==> src/rtl/alu_share_arbiter_pkg.sv <==
// Shared CPU data/ALU-op types and helpers for the ALU sharing arbiter.
package alu_share_arbiter_pkg;

  typedef logic [31:0] type_CpuData;

  typedef enum logic [3:0] {
    ALU_ADD,
    ALU_SUB,
    ALU_AND,
    ALU_OR,
    ALU_XOR,
    ALU_SLT,
    ALU_SLTU,
    ALU_SLL,
    ALU_SRL,
    ALU_SRA
  } type_AluOp;

  localparam int unsigned SHAMT_W = 5;

  typedef enum logic {
    EMPTY,
    FULL
  } out_state_e;

  function automatic logic is_shift(input type_AluOp op);
    return (op == ALU_SLL) || (op == ALU_SRL) || (op == ALU_SRA);
  endfunction

endpackage

==> src/rtl/alu_share_arbiter_alu.sv <==
// Combinational 32-bit ALU; shifts use only the low SHAMT_W bits of b.
module alu
  import alu_share_arbiter_pkg::*;
(
  input  type_AluOp   op,
  input  type_CpuData a,
  input  type_CpuData b,
  output type_CpuData y
);

  logic [SHAMT_W-1:0] shamt;

  assign shamt = b[SHAMT_W-1:0];

  always_comb begin
    y = '0;
    case (op)
      ALU_ADD:  y = a + b;
      ALU_SUB:  y = a - b;
      ALU_AND:  y = a & b;
      ALU_OR:   y = a | b;
      ALU_XOR:  y = a ^ b;
      ALU_SLT:  y = {31'b0, ($signed(a) < $signed(b))};
      ALU_SLTU: y = {31'b0, (a < b)};
      ALU_SLL:  y = a << shamt;
      ALU_SRL:  y = a >> shamt;
      ALU_SRA:  y = type_CpuData'($signed(a) >>> shamt);
      default:  y = '0;
    endcase
  end

endmodule

==> src/rtl/alu_share_arbiter_rr_arbiter.sv <==
// Round-robin arbiter: first asserted request at or after ptr, wrapping modulo N.
module rr_arbiter #(
  parameter int unsigned N   = 2,
  parameter int unsigned IDW = $clog2(N)
) (
  input  logic [N-1:0]   req,
  input  logic [IDW-1:0] ptr,
  output logic [N-1:0]   gnt,
  output logic [IDW-1:0] gnt_id
);

  int unsigned idx;
  logic        found;

  always_comb begin
    gnt    = '0;
    gnt_id = '0;
    found  = 1'b0;
    idx    = 0;
    for (int unsigned i = 0; i < N; i++) begin
      idx = (32'(ptr) + i) % N;
      if (!found && req[idx]) begin
        found    = 1'b1;
        gnt[idx] = 1'b1;
        gnt_id   = IDW'(idx);
      end
    end
  end

endmodule

==> src/rtl/alu_share_arbiter.sv <==
// Shares one ALU among NREQ requesters; result lands in a one-entry register tagged with the winner.
module alu_share_arbiter
  import alu_share_arbiter_pkg::*;
#(
  parameter int unsigned NREQ = 2,
  parameter int unsigned IDW  = $clog2(NREQ)
) (
  input  logic                clk,
  input  logic                rst,
  input  logic [NREQ-1:0]     req_valid,
  output logic [NREQ-1:0]     req_ready,
  input  type_CpuData         req_a [NREQ],
  input  type_CpuData         req_b [NREQ],
  input  type_AluOp           req_op [NREQ],
  output logic [NREQ-1:0]     resp_valid,
  output type_CpuData         resp_y,
  output logic [IDW-1:0]      resp_id,
  input  logic [NREQ-1:0]     resp_ready
);

  out_state_e       state, state_d;
  logic [IDW-1:0]   rr_ptr, rr_ptr_d;
  logic [IDW-1:0]   gnt_id, resp_id_d;
  logic [NREQ-1:0]  gnt;
  type_CpuData      resp_y_d;
  type_CpuData      alu_a, alu_b, alu_y;
  type_AluOp        alu_op;
  logic             drain, can_accept, accept;

  rr_arbiter #(
    .N   (NREQ),
    .IDW (IDW)
  ) u_rr_arbiter (
    .req    (req_valid),
    .ptr    (rr_ptr),
    .gnt    (gnt),
    .gnt_id (gnt_id)
  );

  assign alu_a  = req_a[gnt_id];
  assign alu_op = req_op[gnt_id];
  assign alu_b  = is_shift(req_op[gnt_id]) ? type_CpuData'(req_b[gnt_id][SHAMT_W-1:0])
                                           : req_b[gnt_id];

  alu u_alu (
    .op (alu_op),
    .a  (alu_a),
    .b  (alu_b),
    .y  (alu_y)
  );

  // Only the owner's resp_ready can drain; a drain frees the slot for a same-edge accept.
  assign drain      = (state == FULL) && resp_ready[resp_id];
  assign can_accept = (state == EMPTY) || drain;
  assign accept     = can_accept && (|req_valid) && !rst;
  assign req_ready  = accept ? gnt : '0;

  always_comb begin
    resp_valid = '0;
    if (state == FULL) resp_valid[resp_id] = 1'b1;
  end

  always_comb begin
    state_d   = state;
    resp_y_d  = resp_y;
    resp_id_d = resp_id;
    rr_ptr_d  = rr_ptr;
    if (accept) begin
      state_d   = FULL;
      resp_y_d  = alu_y;
      resp_id_d = gnt_id;
      rr_ptr_d  = (gnt_id == IDW'(NREQ - 1)) ? '0 : gnt_id + IDW'(1);
    end else if (drain) begin
      state_d = EMPTY;
    end
  end

  always_ff @(posedge clk or posedge rst) begin
    if (rst) begin
      state   <= EMPTY;
      resp_y  <= '0;
      resp_id <= '0;
      rr_ptr  <= '0;
    end else begin
      state   <= state_d;
      resp_y  <= resp_y_d;
      resp_id <= resp_id_d;
      rr_ptr  <= rr_ptr_d;
    end
  end

endmodule

==> config.mk <==
export PLATFORM = sky130hd
export DESIGN_NAME = alu_share_arbiter
export DESIGN_NICKNAME = d
export VERILOG_FILES = /design/src/rtl/alu_share_arbiter_pkg.sv /design/src/rtl/alu_share_arbiter_alu.sv /design/src/rtl/alu_share_arbiter_rr_arbiter.sv /design/src/rtl/alu_share_arbiter.sv
export SDC_FILE = /design/constraint.sdc
export NUM_CORES = 1
export LEC_CHECK = 0
export ABC_CLOCK_PERIOD_IN_PS = 7100
export BUFFER_PORTS_ARGS = -buffer_cell sky130_fd_sc_hd__buf_4
export CAP_MARGIN = 20
export CELL_PAD_IN_SITES_DETAIL_PLACEMENT = 1
export CELL_PAD_IN_SITES_GLOBAL_PLACEMENT = 2
export CORE_UTILIZATION = 34
export CTS_BUF_LIST = sky130_fd_sc_hd__clkbuf_4
export CTS_CLUSTER_SIZE = 12
export DETAILED_ROUTE_END_ITERATION = 7
export GPL_ROUTABILITY_DRIVEN = 0
export PLACE_DENSITY_LB_ADDON = 0.12
export RECOVER_POWER = 25
export SYNTH_ARGS = -nofsm -noshare
export SYNTH_HDL_FRONTEND = slang
export SYNTH_HIERARCHICAL = 1
export SYNTH_SLANG_ARGS = --single-unit
==> constraint.sdc <==
create_clock -name clk -period 7.1 [get_ports clk]
set_input_delay 0.71 -clock clk [delete_from_list [all_inputs] [get_ports clk]]
set_output_delay 0.71 -clock clk [all_outputs]
set_load 0.03 [all_outputs]
* Word level (Yosys, flattened, before mapping)
Cells that the tools add are included.
** Storage, ports and cells
- Word-level logic and storage cells :: 83
- Input port bits :: 142
- Register bits :: 35
- Output and inout port bits :: 37
** Operators by class
- Multiplexer cells :: 33
- Shift-type cells :: 3
- Bitwise operators :: 6
- Eq/ne operators :: 9
- Add/sub/neg operators :: 4
- Reduce and logical (&&, ||, !) cells :: 15
- Magnitude comparators :: 9
** Operators with widths (number)
- $pmux 32 s10 :: 1
- $mux 32 :: 7
- $lt 32x32->1 :: 2
- $add 32x32->32 :: 1
- $and 32x32->32 :: 1
- $or 32x32->32 :: 1
- $shl 32x5->32 :: 1
- $shr 32x5->32 :: 1
- $sshr 32x5->32 :: 1
- $sub 32x32->32 :: 1
- $xor 32x32->32 :: 1
- $eq 4x3->1 const B :: 4
- $mux 1 :: 15
- $mux 4 :: 3
- $eq 4x2->1 const B :: 2
- $eq 4x4->1 const B :: 2
- $mux 2 :: 4
- $logic_and 1x1->1 :: 7
- $lt 1x2->1 const B :: 3
- $eq 4x1->1 const B :: 1
- $logic_not 4->1 :: 1
- $demux 1 s1 :: 3
- $ge 1x1->1 const B :: 3
- $logic_or 1x1->1 :: 3
- 8 further kinds :: 10

* Logic depth before layout (Yosys ltp)
- Depth after elaboration :: 16
- Depth in mapped cells :: 22
- Gate-level depth less buffers :: 17

* Hierarchy
The synthesis kept the hierarchy.
** Modules (own cells, without submodules)
- alu :: cells an instance 1325, sequential area each 0.0 um2, area each 8456.9 um2, times used 1
- alu_share_arbiter :: cells an instance 193, sequential area each 875.8 um2, area each 2457.4 um2, times used 1
- rr_arbiter :: cells an instance 4, sequential area each 0.0 um2, area each 30.0 um2, times used 1

* Least setup slack after synthesis
Ideal clock, no wire load.
- Path kind :: input-to-reg
- Start :: input port req_valid[1]
- End :: register resp_y[14]
- Data arrival time :: 5.464 ns
- Stages :: 21
- Path slack :: 1.512 ns
- Library setup time :: 0.125 ns
- Data required time :: 6.975 ns
- Buffers on the path :: 7
- Cells stage by stage :: a21boi_1 > buf_6 > buf_2 > buf_2 > mux2_2 > clkinv_1 > buf_1 > clkbuf_1 > clkbuf_1 > ha_1 > buf_2 > nand2b_1 > a2111oi_2 > nor3b_2 > o31a_1 > o21ai_1 > mux2_2 > nor3_1 > a2111oi_0 > nand2_1 > mux2_2
** On the way
- Elaborated cells on any way between the ends :: 44
- Those cells by class :: 2 x add/sub; 9 x eq/ne; 3 x shift; 18 x mux; 4 x bitwise; 8 x reduce/logical
** RTL lines
- start: declaration :: line alu_share_arbiter.sv:10 : input logic [NREQ-1:0] req_valid,
- $mux 1 (implied by the code) (2 in a row) :: line alu_share_arbiter_rr_arbiter.sv:22 : if (!found && req[idx]) begin
- $mux 1 :: line alu_share_arbiter_rr_arbiter.sv:22
- $logic_not 1->1 :: line alu_share_arbiter_rr_arbiter.sv:22
- $logic_and 1x1->1 :: line alu_share_arbiter_rr_arbiter.sv:22
- $mux 1 * :: line alu_share_arbiter_rr_arbiter.sv:22
- $not 1->2 (implied by the code) * :: line alu_share_arbiter.sv:42, alu_share_arbiter.sv:43
- $mux 32 (implied by the code) * (3 in a row) :: line alu_share_arbiter.sv:43 : : req_b[gnt_id];
- $mux 32 * :: line alu_share_arbiter.sv:42 : assign alu_b = is_shift(req_op[gnt_id]) ? type_CpuData'(req_b[gnt_id][SHAMT_W-1:0])
- net alu_b[2] :: line alu_share_arbiter.sv:26 : type_CpuData alu_a, alu_b, alu_y;
- $sub 32x32->32 (tied with other cells) :: line alu_share_arbiter_alu.sv:19 : ALU_SUB: y = a - b;
- $pmux 32 s10 * :: line alu_share_arbiter_alu.sv:17 : case (op)
- net alu_y[14] :: line alu_share_arbiter.sv:26
- end signal: assignment :: line alu_share_arbiter.sv:86 : resp_y <= resp_y_d;
- end: declaration :: line alu_share_arbiter.sv:16 : output type_CpuData resp_y,
Mark *: on every way through the listed nets, which the timed path passes. The rest lies on a longest branch. The select of a mux whose other input is x is not followed.
A chain may end at the register's enable or synchronous reset.

* Worst setup path in the final report
- Start :: register rr_ptr
- End :: register resp_y[0]
** On the way
- Elaborated cells on any way between the ends :: 44
- Those cells by class :: 3 x add/sub; 2 x order compare; 9 x eq/ne; 3 x shift; 18 x mux; 4 x bitwise; 5 x reduce/logical
** RTL lines
- start: declaration :: line alu_share_arbiter.sv:22 : logic [IDW-1:0] rr_ptr, rr_ptr_d;
- start signal: assignment :: line alu_share_arbiter.sv:88 : rr_ptr <= rr_ptr_d;
- $mux 1 (implied by the code) (2 in a row) :: line alu_share_arbiter_rr_arbiter.sv:22
- $mux 1 :: line alu_share_arbiter_rr_arbiter.sv:22
- $logic_not 1->1 :: line alu_share_arbiter_rr_arbiter.sv:22
- $logic_and 1x1->1 :: line alu_share_arbiter_rr_arbiter.sv:22
- $mux 1 * :: line alu_share_arbiter_rr_arbiter.sv:22
- net gnt_id :: line alu_share_arbiter.sv:23 : logic [IDW-1:0] gnt_id, resp_id_d;
- $not 1->2 (implied by the code) * :: line alu_share_arbiter.sv:40 : assign alu_a = req_a[gnt_id];
- $mux 32 (implied by the code) * (3 in a row) :: line alu_share_arbiter.sv:40
- net alu_a[19] :: line alu_share_arbiter.sv:26
- $lt 32x32->1 (tied with other cells) :: line alu_share_arbiter_alu.sv:24 : ALU_SLTU: y = {31'b0, (a < b)};
- $pmux 32 s10 * :: line alu_share_arbiter_alu.sv:17
- net alu_y[0] :: line alu_share_arbiter.sv:26
Marked as above.

==> flow_metrics.py <==
metrics = {
    "setup_path": {
        "required_ns": 7.36,
        "slowest_delay_ns": 0.63,
        "slowest_stage": "buf_4",
        "startpoint_type": "flop",
        "cp_num_buf_inv": 4,
        "worst_setup_path_end_kind": "flop",
        "worstPathCellList": "inv_1 -> a21boi_4 -> buf_4 -> buf_4 -> mux2_2 -> inv_1 -> ha_1 -> nor2_1 -> nand3_1 -> or4_1 -> o32ai_2 -> o21ai_2 -> a21oi_1 -> nor2_1 -> o2111ai_1 -> nand2_1 -> mux2_2",
        "cpLargestDelayFamily": "buffers and inverters",
        "worstPathArrival_ns": 5.95,
        "crit_type": "reg -> reg",
        "path_max_fanout": 45,
        "r2r_setup_slack_ns": 1.42,
    },
    "clocking": {
        "postCtsSetupRepairBufs": 0,
        "clk_pin_slew_ns": 0.15,
        "postCtsResizedCells": 0,
        "clock_path_buffers": 2,
        "cts_sinks": 35,
        "ctsHoldBuffers": 0,
        "numCtsBuffers": 5,
        "clkLatencyLatePin_ns": 0.37,
        "root_buffer": "clkbuf_4",
        "h-tree-depth": 2,
        "cts_tree": "yes",
    },
    "drt": {
        "drtAntennaViolNets": 0,
        "drc_errors": 0,
        "drtPass1Iterations": 5,
        "vias": 12574,
        "wl_per_cell_um": 27.4,
        "drtIter0Drc": 1178,
        "avgViaCountPerCell": 6.23,
        "wirelength_mm": 55.3,
    },
    "global_routing": {
        "grt_antenna_before_repair": 1,
        "grt_overflow": 0,
        "grt_pass1_vias": 12619,
        "grt_use_total": 0.328,
        "grt_max_degree": 61,
        "grt_pass1_wl_mm": 81.4,
    },
    "cells_and_area": {
        "regArea_um2": 876,
        "drive_above_1_share": 0.223,
        "syn_to_final_growth_pct": 14.6,
        "nets": 1855,
        "fillers": 4000,
        "multiInputGateArea_um2": 9150,
        "diodes": 0,
        "final_cell_area_um2": 12500,
        "stdcell_count": 2017,
    },
    "timing": {
        "fin_skew_ns": 0.0104,
        "hold_viol": 0,
        "setup_viol": 0,
        "slew_headroom": -0.510,
        "fmax_mhz": 176,
        "tightestPinTransition_ns": 2.27,
        "setup_tns_ns": 0,
        "timing.final.crit_share": 0.800,
        "hold_slack_ns": 0.508,
        "rsz0062_at_grt": "no",
        "slew_violations": 36,
        "min_period_ns": 5.68,
    },
    "synthesis": {
        "syn_nets": 1763,
        "synth_area_leaders": "ha_1, mux2_2, mux2i_1",
        "synth_edf_count": 0,
        "synthCells": 1522,
        "synth_top_area_share": 0.111,
        "yosys_most_used_dff": "dfrtp_1",
        "seq_area_frac_synth": 0.0800,
        "synth_seq_cells": 35,
        "synth_area_um2": 10900,
        "yosys.area.top_type": "ha_1",
        "synthArstFlopShare": 1.00,
        "synth_cell_types": 84,
        "ys_warn_count": 6,
        "syn_area_per_cell_um2": 7.19,
    },
    "floorplanning": {
        "dieArea_um2": 32900,
        "num_rows": 65,
        "die_h_um": 181,
        "io_pins": 179,
        "core_um2": 31600,
        "die-width_um": 181,
        "start_util": 0.346,
    },
    "place": {
        "place_area_um2": 12500,
        "dp_cells": 2009,
        "dp_hpwl_mm": 44.1,
        "portBuffers": 178,
    },
    "pwr": {
        "finalPower_mw": 2.98,
        "vdd_ir_drop_max_mv": 0.107,
        "p_leak_nw": 5.69,
        "power.density_nw_per_um2": 238,
    },
    "outcome": {
        "violations": "capacitance limit, slew limit",
        "outcome": "finished with violations",
    },
    "flow_run": {
        "maxCapViolations": 1,
    },
    "hold_path": {
        "worstHoldPathType": "reg -> reg",
    },
}
==> layout by cell type, fill, tap and decap left out, drive strengths merged, types with 12 or more instances in the layout <==
cell type,Yosys,routed
mux4,13,13
and3,14,14
mux2i,97,97
buf,54,201
o211ai,25,25
o21bai,14,14
mux2,98,98
inv,101,101
o21ai,110,110
or3,14,14
a21oi,136,136
a31oi,15,15
nand2,133,133
dfrtp,35,35
a21o,20,20
a211oi,34,34
a221oi,13,13
nor3,43,43
o22ai,12,12
ha,97,97
nand3,28,28
nand2b,16,16
nor2,163,163
==> path summary, 6_finish.rpt <==
path	startpoint	end	cells after the start
worst max-delay path	rr_ptr$_DFFE_PP0P_	resp_y[0]$_DFFE_PP0P_	17
worst min-delay path	resp_y[13]$_DFFE_PP0P_	resp_y[13]$_DFFE_PP0P_	1
worst max register to register	rr_ptr$_DFFE_PP0P_	resp_y[0]$_DFFE_PP0P_	17
worst min register to register	resp_y[13]$_DFFE_PP0P_	resp_y[13]$_DFFE_PP0P_	1
max in group asynchronous	rst	resp_y[27]$_DFFE_PP0P_	3
min in group asynchronous	rst	resp_id$_DFFE_PP0P_	3
==> routing by layer <==
metal | routed length, um | GRT usage | vias up
met4 | 1940 | 0.111 | 0
met2 | 26100 | 0.547 | 482
met5 | 0 | 0 | -
met1 | 23900 | 0.437 | 6254
li1 | - | - | 5746
met3 | 3390 | 0.0401 | 92
==> state kept, by name, indices dropped and copies added (netlist names) <==
signal   flops
resp_y      32
resp_id      1
rr_ptr       1
state        1
==> cell families after synthesis <==
group,synth area share
AND/OR/NAND/NOR,0.201
XOR/XNOR,0.0120
buffers and inverters,0.0857
adder cells (fa/ha/maj),0.115
flip-flops,0.0800
multiplexers,0.218
AO/OA/AOI/OAI,0.289
==> power by group <==
part           switching (mW)  internal, mW
clock                  0.0940        0.0743
combinational            1.59         0.867
sequential             0.0658         0.288
total                    1.75          1.23
==> per-stage QoR <==
step,utilization,setup slack (ns)
after floorplan,-,1.51
after global placement,0.393,0.974
after detailed placement,0.394,1.10
after CTS,0.396,1.46
after global routing,0.396,1.08
final,0.396,1.42
==> cell usage after synthesis (23+ instances only) <==
library cell and count:
a211oi_1 34, a21oi_1 135, clkbuf_1 64, dfrtp_1 35
ha_1 97, inv_1 97, mux2_2 90, mux2i_1 97
nand2_1 133, nand3_1 28, nor2_1 163, nor3_1 23
o211ai_1 25, o21ai_0 85, o21ai_1 24
==> layout make-up <==
cell class,instances,area share
Multi-Input combinational cell,1266,0.730
Timing Repair Buffer,203,0.123
Sequential cell,35,0.0699
Tap cell,402,0.0401
Inverter,103,0.0308
Clock inverter,3,0.00349
Clock buffer,5,0.00299
(Power assumes the default switching activity.)
